$ cat config.mk
export PLATFORM = sky130hd
export DESIGN_NAME = freq_counter_mc
export DESIGN_NICKNAME = d
export VERILOG_FILES = /design/src/rtl/freq_counter_pkg.sv /design/src/rtl/freq_counter_mc_chan.sv /design/src/rtl/freq_counter_mc.sv
export SDC_FILE = /design/constraint.sdc
export NUM_CORES = 2
export LEC_CHECK = 0
export BUFFER_PORTS_ARGS = -buffer_cell sky130_fd_sc_hd__clkbuf_2
export CAP_MARGIN = 10
export CORE_MARGIN = 2
export CORE_UTILIZATION = 60
export DETAILED_ROUTE_END_ITERATION = 10
export PLACE_DENSITY_LB_ADDON = 0.15
export SYNTH_ARGS = -nofsm -noshare
export SYNTH_HDL_FRONTEND = slang
export SYNTH_HIERARCHICAL = 1
export SYNTH_SLANG_ARGS = --single-unit
$ cat constraint.sdc
create_clock -name ref_clk -period 18.25 [get_ports ref_clk]
set_input_delay 0.9125 -clock ref_clk [delete_from_list [all_inputs] [get_ports ref_clk]]
set_output_delay 0.9125 -clock ref_clk [all_outputs]
set_load 0.005 [all_outputs]
$ cat src/rtl/freq_counter_pkg.sv
// freq_counter_pkg: shared state type, widths and helpers for the frequency counter
package freq_counter_pkg;
   typedef enum logic {IDLE = 1'b0, GATE = 1'b1} state_t;
   localparam int FREQ_W = 32;
   localparam int MAX_PROD_W = 128;
   function automatic int prod_w(input int cnt_w, input int ref_hz);
      return cnt_w + $clog2(ref_hz + 1);
   endfunction
   function automatic logic [FREQ_W-1:0] sat_freq(input logic [MAX_PROD_W-1:0] v);
      return (|v[MAX_PROD_W-1:FREQ_W]) ? {FREQ_W{1'b1}} : v[FREQ_W-1:0];
   endfunction
endpackage

$ cat src/rtl/freq_counter_mc_chan.sv
// freq_chan: one measured input (synchroniser, rising-edge detector, saturating edge counter, sticky overflow, snapshot)
//   ref_clk, rst_ : clock, async active-low reset
//   targ          : asynchronous target input
//   arm           : enables edge detection once the synchroniser has flushed after reset
//   count_en      : count edges (gate window active)
//   snap          : copy count and overflow (including this cycle's edge) into the snapshot
//   clr           : clear live count and overflow
//   snap_cnt/ovf  : snapshot outputs
module freq_chan #(
   parameter int CNT_W = 32,
   parameter int SYNC_STAGES = 2
) (
   input  logic             ref_clk,
   input  logic             rst_,
   input  logic             targ,
   input  logic             arm,
   input  logic             count_en,
   input  logic             snap,
   input  logic             clr,
   output logic [CNT_W-1:0] snap_cnt,
   output logic             snap_ovf
);
   logic [SYNC_STAGES-1:0] sync_q, sync_d;
   logic prev_q, prev_d;
   logic [CNT_W-1:0] cnt_q, cnt_d, snap_q, snap_d, next_cnt;
   logic ovf_q, ovf_d, snap_ovf_q, snap_ovf_d, next_ovf, rise, at_max;
   always_comb begin
      sync_d = {sync_q[SYNC_STAGES-2:0], targ};
      prev_d = sync_q[SYNC_STAGES-1];
      rise = arm & sync_q[SYNC_STAGES-1] & ~prev_q;
      at_max = &cnt_q;
      // an edge arriving at full scale is dropped and flagged instead of wrapping
      next_cnt = (count_en & rise & ~at_max) ? cnt_q + CNT_W'(1) : cnt_q;
      next_ovf = ovf_q | (count_en & rise & at_max);
      cnt_d = clr ? '0 : next_cnt;
      ovf_d = clr ? 1'b0 : next_ovf;
      snap_d = snap ? next_cnt : snap_q;
      snap_ovf_d = snap ? next_ovf : snap_ovf_q;
   end
   always_ff @(posedge ref_clk or negedge rst_) begin
      if (!rst_) begin
         sync_q <= '0;
         prev_q <= 1'b0;
         cnt_q <= '0;
         ovf_q <= 1'b0;
         snap_q <= '0;
         snap_ovf_q <= 1'b0;
      end else begin
         sync_q <= sync_d;
         prev_q <= prev_d;
         cnt_q <= cnt_d;
         ovf_q <= ovf_d;
         snap_q <= snap_d;
         snap_ovf_q <= snap_ovf_d;
      end
   end
   assign snap_cnt = snap_q;
   assign snap_ovf = snap_ovf_q;
endmodule

$ cat src/rtl/freq_counter_mc.sv
// freq_counter_mc: multi-channel gated edge counter with conversion to hertz
//   ref_clk, rst_ : sole clock, async active-low reset
//   en, mode      : enable (low aborts a window); 0 continuous, 1 single-shot
//   start         : single-shot trigger, honoured in IDLE only
//   targ_in       : asynchronous target inputs, one per channel
//   freq          : per-channel result in Hz, channel i at [32i+31:32i]
//   freq_valid    : sticky, set by the first result
//   done          : one-cycle pulse when freq updates
//   busy          : gate window active
//   ovf           : per-channel counter saturation in the last window
module freq_counter_mc import freq_counter_pkg::*; #(
   parameter int CHANNELS = 4,
   parameter int CNT_W = 32,
   parameter int REF_HZ = 10_000_000,
   parameter int GATE_LOG2 = 16,
   parameter int SYNC_STAGES = 2
) (
   input  logic                       ref_clk,
   input  logic                       rst_,
   input  logic                       en,
   input  logic                       mode,
   input  logic                       start,
   input  logic [CHANNELS-1:0]        targ_in,
   output logic [FREQ_W*CHANNELS-1:0] freq,
   output logic                       freq_valid,
   output logic                       done,
   output logic                       busy,
   output logic [CHANNELS-1:0]        ovf
);
   localparam int PROD_W = prod_w(CNT_W, REF_HZ);
   localparam int ARM_W = $clog2(SYNC_STAGES + 2);
   state_t state_q, state_d;
   logic [GATE_LOG2-1:0] gate_q, gate_d;
   logic [ARM_W-1:0] arm_q, arm_d;
   logic conv_q, conv_d, done_q, done_d, valid_q, valid_d;
   logic [FREQ_W*CHANNELS-1:0] freq_q, freq_d;
   logic [CHANNELS-1:0] ovf_q, ovf_d, snap_ovf;
   logic [CNT_W*CHANNELS-1:0] snap_cnt;
   logic arm, in_gate, terminal, abort;
   function automatic logic [FREQ_W-1:0] to_hz(input logic [CNT_W-1:0] c);
      logic [PROD_W-1:0] p;
      p = PROD_W'(c) * PROD_W'(REF_HZ);
      return sat_freq(MAX_PROD_W'(p >> GATE_LOG2));
   endfunction
   // edges stay masked until the synchroniser and previous-level flop hold post-reset data
   assign arm = (arm_q == ARM_W'(SYNC_STAGES + 1));
   assign in_gate = (state_q == GATE);
   assign terminal = in_gate & en & (&gate_q);
   assign abort = in_gate & ~en;
   always_comb begin
      state_d = in_gate ? ((abort || (terminal && mode)) ? IDLE : GATE)
                        : ((en && (!mode || start)) ? GATE : IDLE);
      gate_d = (in_gate & en) ? gate_q + GATE_LOG2'(1) : '0;
      arm_d = arm ? arm_q : arm_q + ARM_W'(1);
      conv_d = terminal;
      done_d = conv_q;
      valid_d = valid_q | conv_q;
      ovf_d = conv_q ? snap_ovf : ovf_q;
      freq_d = freq_q;
      for (int i = 0; i < CHANNELS; i++)
         if (conv_q) freq_d[FREQ_W*i +: FREQ_W] = to_hz(snap_cnt[CNT_W*i +: CNT_W]);
   end
   always_ff @(posedge ref_clk or negedge rst_) begin
      if (!rst_) begin
         state_q <= IDLE;
         gate_q <= '0;
         arm_q <= '0;
         conv_q <= 1'b0;
         done_q <= 1'b0;
         valid_q <= 1'b0;
         freq_q <= '0;
         ovf_q <= '0;
      end else begin
         state_q <= state_d;
         gate_q <= gate_d;
         arm_q <= arm_d;
         conv_q <= conv_d;
         done_q <= done_d;
         valid_q <= valid_d;
         freq_q <= freq_d;
         ovf_q <= ovf_d;
      end
   end
   genvar c;
   for (c = 0; c < CHANNELS; c++) begin : g_chan
      freq_chan #(.CNT_W(CNT_W), .SYNC_STAGES(SYNC_STAGES)) u_chan (
         .ref_clk  (ref_clk),
         .rst_     (rst_),
         .targ     (targ_in[c]),
         .arm      (arm),
         .count_en (in_gate),
         .snap     (terminal),
         .clr      (terminal | abort),
         .snap_cnt (snap_cnt[CNT_W*c +: CNT_W]),
         .snap_ovf (snap_ovf[c])
      );
   end
   assign freq = freq_q;
   assign freq_valid = valid_q;
   assign done = done_q;
   assign busy = in_gate;
   assign ovf = ovf_q;
endmodule

Yosys cells after proc, flatten, opt, wreduce, memory -nomap -nowiden
Index checks and enable logic that the tools add are counted.
Widths: inputs -> output; s select.

cells by class
  $add $sub $neg = 6
  multipliers = 4
  bitwise logic cells = 38
  muxes and demuxes = 20
  equal/unequal tests = 1
  reduce and logical (&&, ||, !) cells = 14

operators with widths
  cell                    count
  $mux 32                 12
  $mul 32x17->49 const B  4
  $add 32x1->32 const B   4
  $reduce_and 32->1       4
  $reduce_or 8->1         4
  $and 1x1->1             23
  $add 16x1->16 const B   1
  $mux 16                 1
  $reduce_and 16->1       1
  $not 1->1               9
  $mux 1                  7
  $or 1x1->1              6
  $add 2x1->2 const B     1
  $eq 2x2->1 const B      1
  $logic_and 1x1->1       2
  $logic_or 1x1->1        2
  $logic_not 1->1         1

word-level totals
  register bits after elaboration = 430
  output and inout port bits = 135

Logic depth before layout (Yosys ltp)
  depth after elaboration = 7
  mapped depth = 24
  gate-level depth less buffers = 21

Cells and area by module
Netlist, hierarchy kept.

modules (own cells, without submodules)
  module           area an instance (um2)  cells an instance  seq. area each (um2)  instances
  freq_counter_mc  43,575.5                4,651              3,853.7               1
  freq_chan        3,251.9                 323                1,726.7               4

Worst setup path before layout
No wires, ideal clock.

  path kind = reg2reg
  from = register g_chan[3].u_chan.snap_q[25]
  to = register freq_q[96] (netlist: freq[96])
  period minus slack after synthesis = 5.935 ns
  slack = 12.315 ns
  path buffers = 2
  stages on the path, launching flop included = 24
  data arrival time = 5.813 ns
  path through = dfrtp_1 > ha_1 > ha_1 > inv_1 > fa_1 > inv_1 > fa_1 > fa_1 > inv_1 > fa_1 > inv_1 > ha_1 > clkbuf_1 > nand4_1 > nor4_1 > o221ai_2 > o211ai_4 > o22ai_4 > mux2i_1 > a2111oi_4 > nand4_2 > a2111oi_4 > buf_6 > a21oi_2

between the ends
  word-level cells in the longest chain between the ends = 3

ends and longest elaborated chain
  what                    RTL line                    text
  start, declared         freq_counter_mc_chan.sv:25  logic [CNT_W-1:0] cnt_q, cnt_d, snap_q, snap_d, next_cnt;
  start signal, assigned  freq_counter_mc_chan.sv:53  snap_q <= snap_d;
  $mul 32x17->49          freq_counter_mc.sv:42       p = PROD_W'(c) * PROD_W'(REF_HZ);
  $reduce_or 8->1         freq_counter_pkg.sv:10      return (|v[MAX_PROD_W-1:FREQ_W]) ? {FREQ_W{1'b1}} : v[FREQ_W-1:0];
  $mux 32                 freq_counter_pkg.sv:10
  end signal, assigned    freq_counter_mc.sv:80       freq_q <= freq_d;
  end, declared           freq_counter_mc.sv:36       logic [FREQ_W*CHANNELS-1:0] freq_q, freq_d;

Every way passes these cells.
A chain may end at the register's enable or synchronous reset.

Worst setup path in the final report
  from = register g_chan[3].u_chan.snap_q[14]
  to = register freq_q[107] (netlist: freq[107])

between the ends
  word-level cells in the longest chain between the ends = 3

ends and longest elaborated chain
  what                RTL line
  $mul 32x17->49 (*)  freq_counter_mc.sv:42
  $reduce_or 8->1     freq_counter_pkg.sv:10
  $mux 32 (*)         freq_counter_pkg.sv:10

Mark *: on every way between the ends. The rest lies on a longest branch, timed or not.

==> impl_metrics.json <==
{
  "fmax_mhz": 137,
  "htree_levels": 2,
  "power_density_nw_per_um2": 34.5,
  "syn_nets": 7594,
  "die_area_um2": 96800,
  "intPower_w": 0.00160,
  "place.gp.congestion": 0.931,
  "fin_worst_skew_ns": 0.0325,
  "synthDistinctLibCells": 101,
  "antenna_cells": 0,
  "drc": 0,
  "final_net_count": 7636,
  "hold_class": "input port to asynchronous set/reset pin",
  "synth-main-ff-cell": "dfrtp_1",
  "rows": 112,
  "fill_cells": 7870,
  "slowest_stage": "a2111oi_4",
  "power_frac_comb_pct": 1.7,
  "postCtsHoldBufs": 0,
  "path_cells": "ha_1 > ha_1 > inv_1 > fa_1 > inv_1 > fa_1 > fa_1 > inv_1 > fa_1 > inv_1 > ha_1 > a21oi_1 > o21ai_0 > a31o_2 > a21o_1 > a21oi_1 > o21ai_0 > a211oi_1 > a21oi_1 > a2111oi_4 > buf_4 > a21oi_2",
  "antenna_found_initial": 2,
  "final_layout_size_suffix_gt1_share_pct": 6.58,
  "routedWlPerCell_um": 18.6,
  "worstPathArrival_ns": 7.81,
  "start_util_pct": 60.6,
  "viasPerCell": 5.73,
  "top_usage_layer": "met2",
  "synth-edff-count": 0,
  "post_cts_buffers": 0,
  "grt_pass1_vias": 42368,
  "clock_tree.root_cell": "clkbuf_16",
  "switching_share_pct": 22.7,
  "crit_required_ns": 18.75,
  "worst_pin_slew_ns": 1.12,
  "yosys_warnings": 6,
  "overflow": 0,
  "p_sw_w": 0.000471,
  "clock_power_share_pct": 51.8,
  "synthCells": 5943,
  "core_area_um2": 93300,
  "io_buffers": 143,
  "synth_area_um2": 56600,
  "clock_sinks": 430,
  "worstSetupPathType": "flip-flop to flip-flop",
  "met1_usage_pct": 40.4,
  "ys_ff_latch": 430,
  "drt_iter0_markers": 2511,
  "cp-start-kind": "flip-flop",
  "area_growth_pct": 5.93,
  "use_met2_pct": 47.0,
  "met3_usage_pct": 3.20,
  "hpwl_mm": 113,
  "status": "complete, no violations",
  "cp_max_fo": 21,
  "rsz0062_at_grt": "false",
  "setup_viol": 0,
  "finalSetupTns_ns": 0,
  "cts_resized": 0,
  "die_w_um": 311,
  "clockBufferDepth": 3,
  "grt_max_degree": 109,
  "final_core_util_pct": 64.2,
  "grt.total_usage_pct": 28.4,
  "numCtsBuffers": 50,
  "post_synth.cell_area_avg_um2": 9.52,
  "grt_pass1_wl_mm": 223,
  "wirelength_mm": 135,
  "period_share_pct": 40.0,
  "cp-end-kind": "flip-flop",
  "ys_seq_area_share_pct": 19.0,
  "final_common_cell": "inv_1",
  "firstDrtPassIters": 6,
  "hold_viol_final": 0,
  "ir_drop_mv": 0.0659,
  "die_y_um": 311,
  "clk_latency_ns": 0.65,
  "ant_nets": 0,
  "clkTransAtPathRegs_ns": 0.06,
  "synth-async-reset-ratio_pct": 100,
  "cts_tree": "done",
  "slew_headroom_pct": 24.9,
  "dpl-instance-area_um2": 58200,
  "ios": 144,
  "power_frac_seq_pct": 46.5,
  "mostFrequentLayoutCells": "inv_1 (1229), ha_1 (990), fa_1 (652)",
  "final_area_um2": 59900,
  "slew_violations": 0,
  "max_stage_delay_ns": 1.01,
  "maxCapViolCount": 0,
  "period_needed_ns": 7.31,
  "dr_total_vias": 41670,
  "p_leak_nw": 33.6
}
## worst max-delay path, delay by kind of cell (launching register included)
| family | cells | cell delay (ns) |
|---|---|---|
| adder cells (fa/ha/maj) | 7 | 3.02 |
| buffers and inverters | 5 | 0.68 |
| AO/OA/AOI/OAI | 10 | 2.94 |
| flip-flops | 1 | 0.51 |
## cell families (layout without fill, tap and decap cells)
kind of cell    Yosys count  in the layout  share of synthesized area (%)
fa+ha+maj              1642           1642                           45.0
buf+inv                1406           1485                           9.76
simple gates           1171           1171                           10.7
compound gates         1090           1090                           12.4
flops                   430            430                           19.0
xor+xnor                180            180                           2.79
mux                      24             24                          0.438
## stage by stage
| stage | setup slack [ns] | power, W | hold WS [ns] | cells |
|---|---|---|---|---|
| after floorplan | 12.32 | 0.000989 | 0.331 | 5943 |
| after global placement | 11.15 | 0.00102 | 0.336 | 7186 |
| after detailed placement | 10.95 | 0.00102 | 0.343 | 7186 |
| after CTS | 10.93 | 0.00210 | 0.264 | 7275 |
| after global routing | 10.43 | 0.00214 | 0.291 | 7276 |
| final | 10.94 | 0.00207 | 0.240 | 7276 |
## synthesized netlist by cell type, types with 10 or more instances
| cell type | count | share of area (%) |
|---|---|---|
| a2111oi_0 | 10 | 0.15 |
| a2111oi_2 | 12 | 0.32 |
| a211oi_1 | 16 | 0.21 |
| a21o_1 | 58 | 0.77 |
| a21oi_1 | 386 | 3.4 |
| a21oi_2 | 31 | 0.48 |
| a31oi_1 | 136 | 1.5 |
| a41oi_1 | 24 | 0.37 |
| and2_1 | 23 | 0.25 |
| and3_1 | 45 | 0.50 |
| and4_1 | 35 | 0.54 |
| buf_2 | 23 | 0.20 |
| buf_6 | 11 | 0.22 |
| clkbuf_1 | 114 | 0.76 |
| dfrtp_1 | 430 | 19 |
| fa_1 | 652 | 23 |
| ha_1 | 990 | 22 |
| inv_1 | 1229 | 8.2 |
| mux2i_1 | 18 | 0.32 |
| nand2_1 | 219 | 1.5 |
| nand2b_1 | 14 | 0.15 |
| nand3_1 | 95 | 0.84 |
| nand4_1 | 93 | 1.0 |
| nor2_1 | 387 | 2.6 |
| nor2b_1 | 19 | 0.21 |
| nor3_1 | 53 | 0.47 |
| o211ai_1 | 20 | 0.27 |
| o21a_1 | 16 | 0.21 |
| o21ai_0 | 188 | 1.7 |
| o21bai_1 | 28 | 0.37 |
| o22a_1 | 32 | 0.50 |
| o31ai_1 | 26 | 0.34 |
| or2_2 | 12 | 0.13 |
| or3_1 | 79 | 0.87 |
| or4_1 | 14 | 0.19 |
| or4_4 | 12 | 0.24 |
| xnor2_1 | 115 | 1.8 |
| xor2_1 | 65 | 1.0 |
## registers in the layout (all words and copies together), names as in the netlist
signal / flops
g_chan.u_chan/ovf_q: 4
g_chan.u_chan/sync_q: 8
busy: 1
done: 1
freq_valid: 1
g_chan.u_chan/prev_q: 4
ovf: 4
g_chan.u_chan/snap_ovf: 4
g_chan.u_chan/snap_cnt: 128
gate_q: 16
g_chan.u_chan/cnt_q: 128
arm_q: 2
conv_q: 1
freq: 128
## power groups by stage
stage                     combinational [W]  clock [W]  sequential (W)
final                             0.0000350    0.00107        0.000962
after detailed placement          0.0000366          0        0.000979
after CTS                         0.0000366    0.00110        0.000962
after global routing              0.0000409    0.00114        0.000962
after floorplan                   0.0000116          0        0.000977
after global placement            0.0000359          0        0.000979
## cell type report
| class | count | area [um^2] | share of cell area (%) |
|---|---|---|---|
| clock buffers | 66 | 1430 | 2.39 |
| clock inverters | 23 | 310 | 0.518 |
| inverters | 1229 | 4610 | 7.70 |
| multi-input cells | 4107 | 40300 | 67.3 |
| well taps | 1254 | 1570 | 2.62 |
| flip-flops and latches | 430 | 10800 | 18.0 |
| repair buffers | 167 | 906 | 1.51 |
## path summary, 6_finish.rpt
path                                               start                         end  slack, ns  cells after the start
max in group asynchronous                           rst_                   freq[103]      14.78                      4
setup reg to reg           g_chan[3].u_chan/snap_cnt[14]                   freq[107]      10.94                     22
min in group ref_clk          g_chan[3].u_chan/sync_q[0]  g_chan[3].u_chan/sync_q[1]       0.36                      0
setup / recovery           g_chan[3].u_chan/snap_cnt[14]                   freq[107]      10.94                     22
hold / removal                                      rst_                    freq[37]       0.24                      1
hold reg to reg               g_chan[3].u_chan/sync_q[0]  g_chan[3].u_chan/sync_q[1]       0.36                      0
## layer usage
metal,vias to the layer above,part of all wire (%)
met5,-,0
li1,20026,-
met1,20602,46
met2,881,47
met3,161,4.3
met4,0,2.2
Note: power is estimated with default switching activity, not from simulation.
